`src/rtl/ccw_output_channel_pkg.sv`:
```
// ccw_output_channel_pkg
// Shared constants for the counter-clockwise output channel and its arbiter:
// packet geometry, hop-field location, VC and requester indices. Also holds
// the hop rewrite applied to every packet as it is captured into a VC buffer.
package ccw_output_channel_pkg;

  localparam int DATA_WIDTH = 64;
  localparam int HOP_MSB    = 55;
  localparam int HOP_LSB    = 48;
  localparam int HOP_WIDTH  = HOP_MSB - HOP_LSB + 1;

  // Virtual-channel indices
  localparam int VC_EVEN = 0;
  localparam int VC_ODD  = 1;

  // Requester indices inside one VC arbiter
  localparam int REQ_CCW = 0;
  localparam int REQ_PE  = 1;

  // Decrement the hop field. A hop count that is already zero stays at zero
  // instead of wrapping; every other bit passes through untouched.
  function automatic logic [DATA_WIDTH-1:0] hop_decrement(input logic [DATA_WIDTH-1:0] pkt);
    logic [DATA_WIDTH-1:0] result;
    logic [HOP_WIDTH-1:0]  hop;
    result = pkt;
    hop    = pkt[HOP_MSB:HOP_LSB];
    if (hop != '0) begin
      hop = hop - HOP_WIDTH'(1);
    end
    result[HOP_MSB:HOP_LSB] = hop;
    return result;
  endfunction

endpackage

```
`src/rtl/ccw_output_channel_if.sv`:
```
// ccw_output_channel_if
// Bundles everything the output channel exchanges with its neighbours:
//   polarity                         global VC phase (1: odd fills, even drains)
//   req_{ccw,pe}_{even,odd}          requests from ccw input / PE input stages
//   data_{ccw,pe}_{even,odd}         packets offered with those requests
//   grant_{ccw,pe}_{even,odd}        combinational grants back to the requesters
//   ccwro / ccwso / ccwdo            outgoing ccw link: ready in, send strobe and data out
// The slave modport is the channel itself; master is its environment.
interface ccw_output_channel_if;
  import ccw_output_channel_pkg::*;

  logic                  polarity;
  logic                  req_ccw_even;
  logic                  req_ccw_odd;
  logic                  req_pe_even;
  logic                  req_pe_odd;
  logic [DATA_WIDTH-1:0] data_ccw_even;
  logic [DATA_WIDTH-1:0] data_ccw_odd;
  logic [DATA_WIDTH-1:0] data_pe_even;
  logic [DATA_WIDTH-1:0] data_pe_odd;
  logic                  grant_ccw_even;
  logic                  grant_ccw_odd;
  logic                  grant_pe_even;
  logic                  grant_pe_odd;
  logic                  ccwro;
  logic                  ccwso;
  logic [DATA_WIDTH-1:0] ccwdo;

  modport master (
    output polarity,
    output req_ccw_even, req_ccw_odd, req_pe_even, req_pe_odd,
    output data_ccw_even, data_ccw_odd, data_pe_even, data_pe_odd,
    input  grant_ccw_even, grant_ccw_odd, grant_pe_even, grant_pe_odd,
    output ccwro,
    input  ccwso, ccwdo
  );

  modport slave (
    input  polarity,
    input  req_ccw_even, req_ccw_odd, req_pe_even, req_pe_odd,
    input  data_ccw_even, data_ccw_odd, data_pe_even, data_pe_odd,
    output grant_ccw_even, grant_ccw_odd, grant_pe_even, grant_pe_odd,
    input  ccwro,
    output ccwso, ccwdo
  );

endinterface

```
`src/rtl/ccw_output_channel_rr_arb2.sv`:
```
// rr_arb2
// Two-requester round-robin arbiter with a registered priority pointer.
//   clk, rst   clock and asynchronous active-low reset
//   enable     arbitration allowed this cycle (fill side and buffer empty)
//   req[1:0]   requests, indexed by REQ_CCW / REQ_PE
//   grant[1:0] one-hot or zero combinational grant
// The pointer names the requester that wins when both request; it starts at
// REQ_CCW and moves to the other requester after every grant.
module rr_arb2
  import ccw_output_channel_pkg::*;
(
  input  logic       clk,
  input  logic       rst,
  input  logic       enable,
  input  logic [1:0] req,
  output logic [1:0] grant
);

  logic prio_reg;

  always_comb begin
    grant = 2'b00;
    // Gated with rst so no grant escapes while the channel is held in reset.
    if (rst && enable) begin
      if (req == 2'b11) begin
        grant[prio_reg] = 1'b1;
      end else begin
        grant = req;
      end
    end
  end

  always_ff @(posedge clk or negedge rst) begin
    if (!rst) begin
      prio_reg <= 1'(REQ_CCW);
    end else if (grant[REQ_CCW]) begin
      prio_reg <= 1'(REQ_PE);
    end else if (grant[REQ_PE]) begin
      prio_reg <= 1'(REQ_CCW);
    end
  end

endmodule

```
`src/rtl/ccw_output_channel.sv`:
```
// ccw_output_channel
// Counter-clockwise output stage. For each VC a round-robin arbiter picks
// between through-traffic (ccw input) and injection (PE input); the winner is
// captured, hop-decremented, into a one-entry VC buffer. The VC that is not
// filling this cycle may drain its buffer onto the ccw link when ccwro=1.
//   clk, rst   clock and asynchronous active-low reset
//   link       slave side of ccw_output_channel_if (requests, data, grants,
//              polarity, and the ccwro/ccwso/ccwdo link handshake)
module ccw_output_channel
  import ccw_output_channel_pkg::*;
(
  input  logic                 clk,
  input  logic                 rst,
  ccw_output_channel_if.slave  link
);

  // Per-VC views of the interface, indexed [vc][requester]
  logic [1:0]            req_vc   [2];
  logic [DATA_WIDTH-1:0] data_vc  [2][2];
  logic [1:0]            grant_vc [2];

  logic [1:0]            fill_side;
  logic [1:0]            full;
  logic [1:0]            drain_now;
  logic [DATA_WIDTH-1:0] pkt      [2];

  logic                  ccwso_reg;
  logic [DATA_WIDTH-1:0] ccwdo_reg;

  assign req_vc[VC_EVEN] = {link.req_pe_even, link.req_ccw_even};
  assign req_vc[VC_ODD]  = {link.req_pe_odd,  link.req_ccw_odd};

  assign data_vc[VC_EVEN][REQ_CCW] = link.data_ccw_even;
  assign data_vc[VC_EVEN][REQ_PE]  = link.data_pe_even;
  assign data_vc[VC_ODD][REQ_CCW]  = link.data_ccw_odd;
  assign data_vc[VC_ODD][REQ_PE]   = link.data_pe_odd;

  assign link.grant_ccw_even = grant_vc[VC_EVEN][REQ_CCW];
  assign link.grant_pe_even  = grant_vc[VC_EVEN][REQ_PE];
  assign link.grant_ccw_odd  = grant_vc[VC_ODD][REQ_CCW];
  assign link.grant_pe_odd   = grant_vc[VC_ODD][REQ_PE];

  generate
    for (genvar gi = 0; gi < 2; gi++) begin : g_vc
      logic                  full_reg;
      logic [DATA_WIDTH-1:0] pkt_reg;
      logic [DATA_WIDTH-1:0] captured;

      // polarity names the VC that fills: 1 -> odd, 0 -> even
      assign fill_side[gi] = (link.polarity == 1'(gi));

      // A VC can only drain while it is not the fill side, so a buffer is
      // never written and emptied on the same edge.
      assign drain_now[gi] = !fill_side[gi] && full_reg && link.ccwro;

      rr_arb2 u_arb (
        .clk    (clk),
        .rst    (rst),
        .enable (fill_side[gi] && !full_reg),
        .req    (req_vc[gi]),
        .grant  (grant_vc[gi])
      );

      assign captured = grant_vc[gi][REQ_PE] ? data_vc[gi][REQ_PE] : data_vc[gi][REQ_CCW];

      always_ff @(posedge clk or negedge rst) begin
        if (!rst) begin
          full_reg <= 1'b0;
          pkt_reg  <= '0;
        end else if (|grant_vc[gi]) begin
          full_reg <= 1'b1;
          pkt_reg  <= hop_decrement(captured);
        end else if (drain_now[gi]) begin
          full_reg <= 1'b0;
        end
      end

      assign full[gi] = full_reg;
      assign pkt[gi]  = pkt_reg;
    end
  endgenerate

  // Link output: a one-cycle strobe per drained packet; data holds between
  // packets so downstream sees a stable bus.
  always_ff @(posedge clk or negedge rst) begin
    if (!rst) begin
      ccwso_reg <= 1'b0;
      ccwdo_reg <= '0;
    end else begin
      ccwso_reg <= |drain_now;
      if (drain_now[VC_ODD]) begin
        ccwdo_reg <= pkt[VC_ODD];
      end else if (drain_now[VC_EVEN]) begin
        ccwdo_reg <= pkt[VC_EVEN];
      end
    end
  end

  assign link.ccwso = ccwso_reg;
  assign link.ccwdo = ccwdo_reg;

endmodule

```
`src/flat_wrapper.sv`:
```
// flat-port wrapper written by rule: the top's interface ports become plain ports
module ccw_output_channel_flat import ccw_output_channel_pkg::*;
  (clk, rst, link_polarity, link_req_ccw_even, link_req_ccw_odd, link_req_pe_even, link_req_pe_odd, link_data_ccw_even, link_data_ccw_odd, link_data_pe_even, link_data_pe_odd, link_grant_ccw_even, link_grant_ccw_odd, link_grant_pe_even, link_grant_pe_odd, link_ccwro, link_ccwso, link_ccwdo);
  ccw_output_channel_if link_i ();
  input  logic clk;
  input  logic rst;
  input wire logic [$bits(link_i.polarity)-1:0] link_polarity;
  input wire logic [$bits(link_i.req_ccw_even)-1:0] link_req_ccw_even;
  input wire logic [$bits(link_i.req_ccw_odd)-1:0] link_req_ccw_odd;
  input wire logic [$bits(link_i.req_pe_even)-1:0] link_req_pe_even;
  input wire logic [$bits(link_i.req_pe_odd)-1:0] link_req_pe_odd;
  input wire logic [$bits(link_i.data_ccw_even)-1:0] link_data_ccw_even;
  input wire logic [$bits(link_i.data_ccw_odd)-1:0] link_data_ccw_odd;
  input wire logic [$bits(link_i.data_pe_even)-1:0] link_data_pe_even;
  input wire logic [$bits(link_i.data_pe_odd)-1:0] link_data_pe_odd;
  output wire logic [$bits(link_i.grant_ccw_even)-1:0] link_grant_ccw_even;
  output wire logic [$bits(link_i.grant_ccw_odd)-1:0] link_grant_ccw_odd;
  output wire logic [$bits(link_i.grant_pe_even)-1:0] link_grant_pe_even;
  output wire logic [$bits(link_i.grant_pe_odd)-1:0] link_grant_pe_odd;
  input wire logic [$bits(link_i.ccwro)-1:0] link_ccwro;
  output wire logic [$bits(link_i.ccwso)-1:0] link_ccwso;
  output wire logic [$bits(link_i.ccwdo)-1:0] link_ccwdo;
  assign link_i.polarity = link_polarity;
  assign link_i.req_ccw_even = link_req_ccw_even;
  assign link_i.req_ccw_odd = link_req_ccw_odd;
  assign link_i.req_pe_even = link_req_pe_even;
  assign link_i.req_pe_odd = link_req_pe_odd;
  assign link_i.data_ccw_even = link_data_ccw_even;
  assign link_i.data_ccw_odd = link_data_ccw_odd;
  assign link_i.data_pe_even = link_data_pe_even;
  assign link_i.data_pe_odd = link_data_pe_odd;
  assign link_grant_ccw_even = link_i.grant_ccw_even;
  assign link_grant_ccw_odd = link_i.grant_ccw_odd;
  assign link_grant_pe_even = link_i.grant_pe_even;
  assign link_grant_pe_odd = link_i.grant_pe_odd;
  assign link_i.ccwro = link_ccwro;
  assign link_ccwso = link_i.ccwso;
  assign link_ccwdo = link_i.ccwdo;
  ccw_output_channel u_core (.clk(clk), .rst(rst), .link(link_i));
endmodule
```
`config.mk`:
```
export PLATFORM = sky130hd
export DESIGN_NAME = ccw_output_channel_flat
export DESIGN_NICKNAME = d
export VERILOG_FILES = /design/src/rtl/ccw_output_channel_pkg.sv /design/src/rtl/ccw_output_channel_if.sv /design/src/rtl/ccw_output_channel_rr_arb2.sv /design/src/rtl/ccw_output_channel.sv /design/src/flat_wrapper.sv
export SDC_FILE = /design/constraint.sdc
export NUM_CORES = 1
export LEC_CHECK = 0
export CAP_MARGIN = 20
export CORE_ASPECT_RATIO = 1.2
export CORE_MARGIN = 5
export CORE_UTILIZATION = 30
export DETAILED_ROUTE_END_ITERATION = 10
export SLEW_MARGIN = 20
export SYNTH_ARGS = -nofsm -noshare
export SYNTH_HDL_FRONTEND = slang
export SYNTH_SLANG_ARGS = --single-unit
```
`constraint.sdc`:
```
create_clock -name clk -period 2.3 [get_ports clk]
set_clock_uncertainty 0.1 [all_clocks]
set_input_delay 0.69 -clock clk [delete_from_list [all_inputs] [get_ports clk]]
set_output_delay 0.69 -clock clk [all_outputs]
set_load 0.005 [all_outputs]
```
==> out/qor.yml <==
run_status:
  status: "finished, violations left"
  violations: "negative setup slack"
final_layout:
  n_fill_cell: 3044
  final_cell_mix: "clkdlybuf4s50_1, nand2_1, dfrtp_1"
  final_common_cell: "clkdlybuf4s50_1"
  largest_register_ffs: 128
  area_growth_pct: 53.64
  fin_area_um2: 14570
  multiInputGateArea_um2: 4410
  final_layout_size_suffix_gt1_frac: 0.1174
  finish.net_count: 1695
  register_area_um2: 4930
power:
  clockPowerShare: 0.222
  switching_share: 0.3148
  power_density_nw_per_um2: 970.5
  ir_worst_vdd_mv: 0.4600
  pwr-share-comb: 0.342
  p_int_uw: 9689
  p_leak_uw: 0.006516
  power.switching_uw: 4452
  pwr-share-seq: 0.436
grt:
  grt_antenna_before_repair: 3
  grt_max_degree: 143
  grtUsageTotal: 0.1886
  grt_first_pass_wirelength_um: 52070
  grt_pass1_vias: 9303
  grt.overflow.total: 0
drt:
  drtIter0Drc: 439
  vias: 8980
  wl_per_cell_um: 18.30
  detail-route-antenna-nets: 0
  post_drt_via_cell_ratio: 4.870
  drc_errors: 0
  drt_pass1_iterations: 8
  wl_um: 33750
yosys:
  synth_ff_type: "dfrtp_1"
  yosys_warnings: 0
  synth_top_area_frac: 0.5198
  avgSynthCellArea_um2: 8.939
  synth.area.top_cells: "dfrtp_1, nand2_1, mux2i_1, a31oi_1, nor2_1"
  ys_ff_latch: 197
  syn_inst: 1061
  synth_fp_nets: 1329
  synth_area_leader_cell: "dfrtp_1"
  syn-cell-area_um2: 9484
  yosysUniqueCellTypes: 53
  ys_seq_area_frac: 0.5198
  synthArstFlopShare: 1.000
  synth_edf_count: 0
clock_network:
  clkTransAtPathRegs_ns: 0.08
  clk_latency_ns: 0.43
  cts_tree: "yes"
  htree_levels: 4
  cts-root-buf: "clkbuf_16"
  clock_path_buffers: 2
  cts_buffers: 17
  cts_num_sinks: 197
sta:
  min_period_ns: 2.369
  finalCritPeriodShare: 1.030
  rsz0062_at_grt: "yes"
  tightest_slew_ns: 0.8543
  timing.slew.headroom: 0.4305
  final_max_slew_viol_count: 0
  setup_violations: 3
  fmax_mhz: 422.1
  fin_ws_ns: -0.06928
  whs_ns: 0.3697
  hold_violations: 0
critical_path:
  cp.required_ns: 2.48
  path_cells: "buf_2 > and3b_2 > buf_6 > nand3_4 > mux2i_4 > ha_2 > inv_2 > or3_4 > xnor2_1 > a32oi_1 > o31ai_2"
  r2r_setup_slack_ns: -0.02
  timing.critical_path.buf_inv: 3
  startpoint_type: "primary input"
  r2r-end: "u_core.g_vc[1].pkt_reg[52]"
  cp-startpoint: "link_polarity"
  critPathArrivalTime_ns: 2.55
  cp_max_fo: 4
  slowest_stage: "or3_4"
  crit_type: "in -> reg"
  end_kind: "flop"
  reg2reg_from: "u_core.g_vc[1].full_reg"
  reg2reg_depth: 10
  path_delay_family: "simple AND/OR/NAND/NOR gates"
  cpPeakStageDelay_ns: 0.32
placement:
  place_congestion: 0.9048
  preCtsSetupSlack_ns: -0.8556
  portBuffers: 332
  place_hpwl_um: 23490
  dpl-instance-area_um2: 13750
floorplanning:
  fp.dieArea_um2: 35280
  io_pins: 333
  initial_core_util: 0.3033
  row_count: 71
  die_h_um: 204.8
  core_area_um2: 31270
  die_w_um: 172.3
run:
  cap_violations: 0
hold_path:
  hp-class: "in -> async"
## cells by family after synthesis
group	count (synthesis)	synth area share
xor gates and xnor gates	17	0.01570
AOI/OAI and AO/OA	207	0.1339
and+or+nand+nor	480	0.2065
buffers and inverters	79	0.03562
muxes	77	0.08324
DFF	197	0.5198
adders and majority gates	4	0.005277
## cells in the mapped netlist (2+ instances only)
library cell	n
a21oi_1	3
a221oi_1	3
a22o_1	6
a31oi_1	112
buf_1	8
buf_2	21
buf_4	4
clkbuf_1	41
dfrtp_1	197
ha_1	4
inv_1	3
inv_2	2
mux2i_1	74
nand2_1	315
nand2b_1	2
nand3_1	8
nand3_4	2
nor2_1	127
nor3_1	4
nor4_1	2
nor4_2	2
o21ai_0	67
o21ai_1	2
o22ai_1	2
o31ai_1	2
o31ai_2	2
or3_1	2
or4_1	4
xnor2_1	13
xor2_1	4
## timing repair
action,in CTS,in global routing
setup buffers,8,3
pin swaps,8,5
cloned,1,0
hold buffers,1,0
endpoints found under the hold margin,1,0
resized for setup,32,20
setup endpoints to repair,108,48
## area by class of cell
cell class / count / share of cell area
diodes: 4 / 0.0006869
clock buffers: 20 / 0.03065
clock inverters: 11 / 0.01030
inverters: 5 / 0.001460
multi-input cells: 786 / 0.3027
flip-flops and latches: 197 / 0.3383
well taps: 401 / 0.03443
repair buffers: 420 / 0.2815
## how the worst max path moves through the flow
| stage | end | slack [ns] | cells after the start |
|---|---|---|---|
| final | u_core.g_vc[1].pkt_reg[52] | -0.07 | 11 |
| after global routing | u_core.g_vc[0].pkt_reg[49] | -0.10 | 10 |
| after CTS | link_grant_ccw_odd | -0.08 | 5 |
| after detailed placement | u_core.g_vc[1].pkt_reg[52] | -0.86 | 10 |
| after global placement | link_grant_ccw_odd | -0.81 | 6 |
| after floorplan | u_core.g_vc[0].pkt_reg[49] | -0.26 | 9 |
## stage by stage
step           setup TNS, ns  cells    util  power [µW]
3_3_place_gp          -85.56   1796  0.4398       10910
5_1_grt              -0.7019   1843  0.4659       15150
2_1_floorplan         -1.857   1061       -        8319
3_5_place_dp          -92.61   1796  0.4398       11030
4_1_cts              -0.1095   1837  0.4622       14280
6_report            -0.08055   1844  0.4660       14140
## power groups by stage
stage          Combinational [µW]  Clock [µW]  Sequential (µW)
6_report                     4840        3130             6170
5_1_grt                      5410        3360             6380
4_1_cts                      4900        3220             6160
3_5_place_dp                 4830           0             6200
3_3_place_gp                 4750           0             6160
2_1_floorplan                2320           0             6000
## routing by layer
| metal | GRT usage | part of all wire |
|---|---|---|
| met2 | 0.3116 | 0.49 |
| met5 | 0 | 0 |
| met3 | 0.04246 | 0.056 |
| met4 | 0.07723 | 0.033 |
| met1 | 0.2378 | 0.42 |
Power figures use the tool's default switching activity.
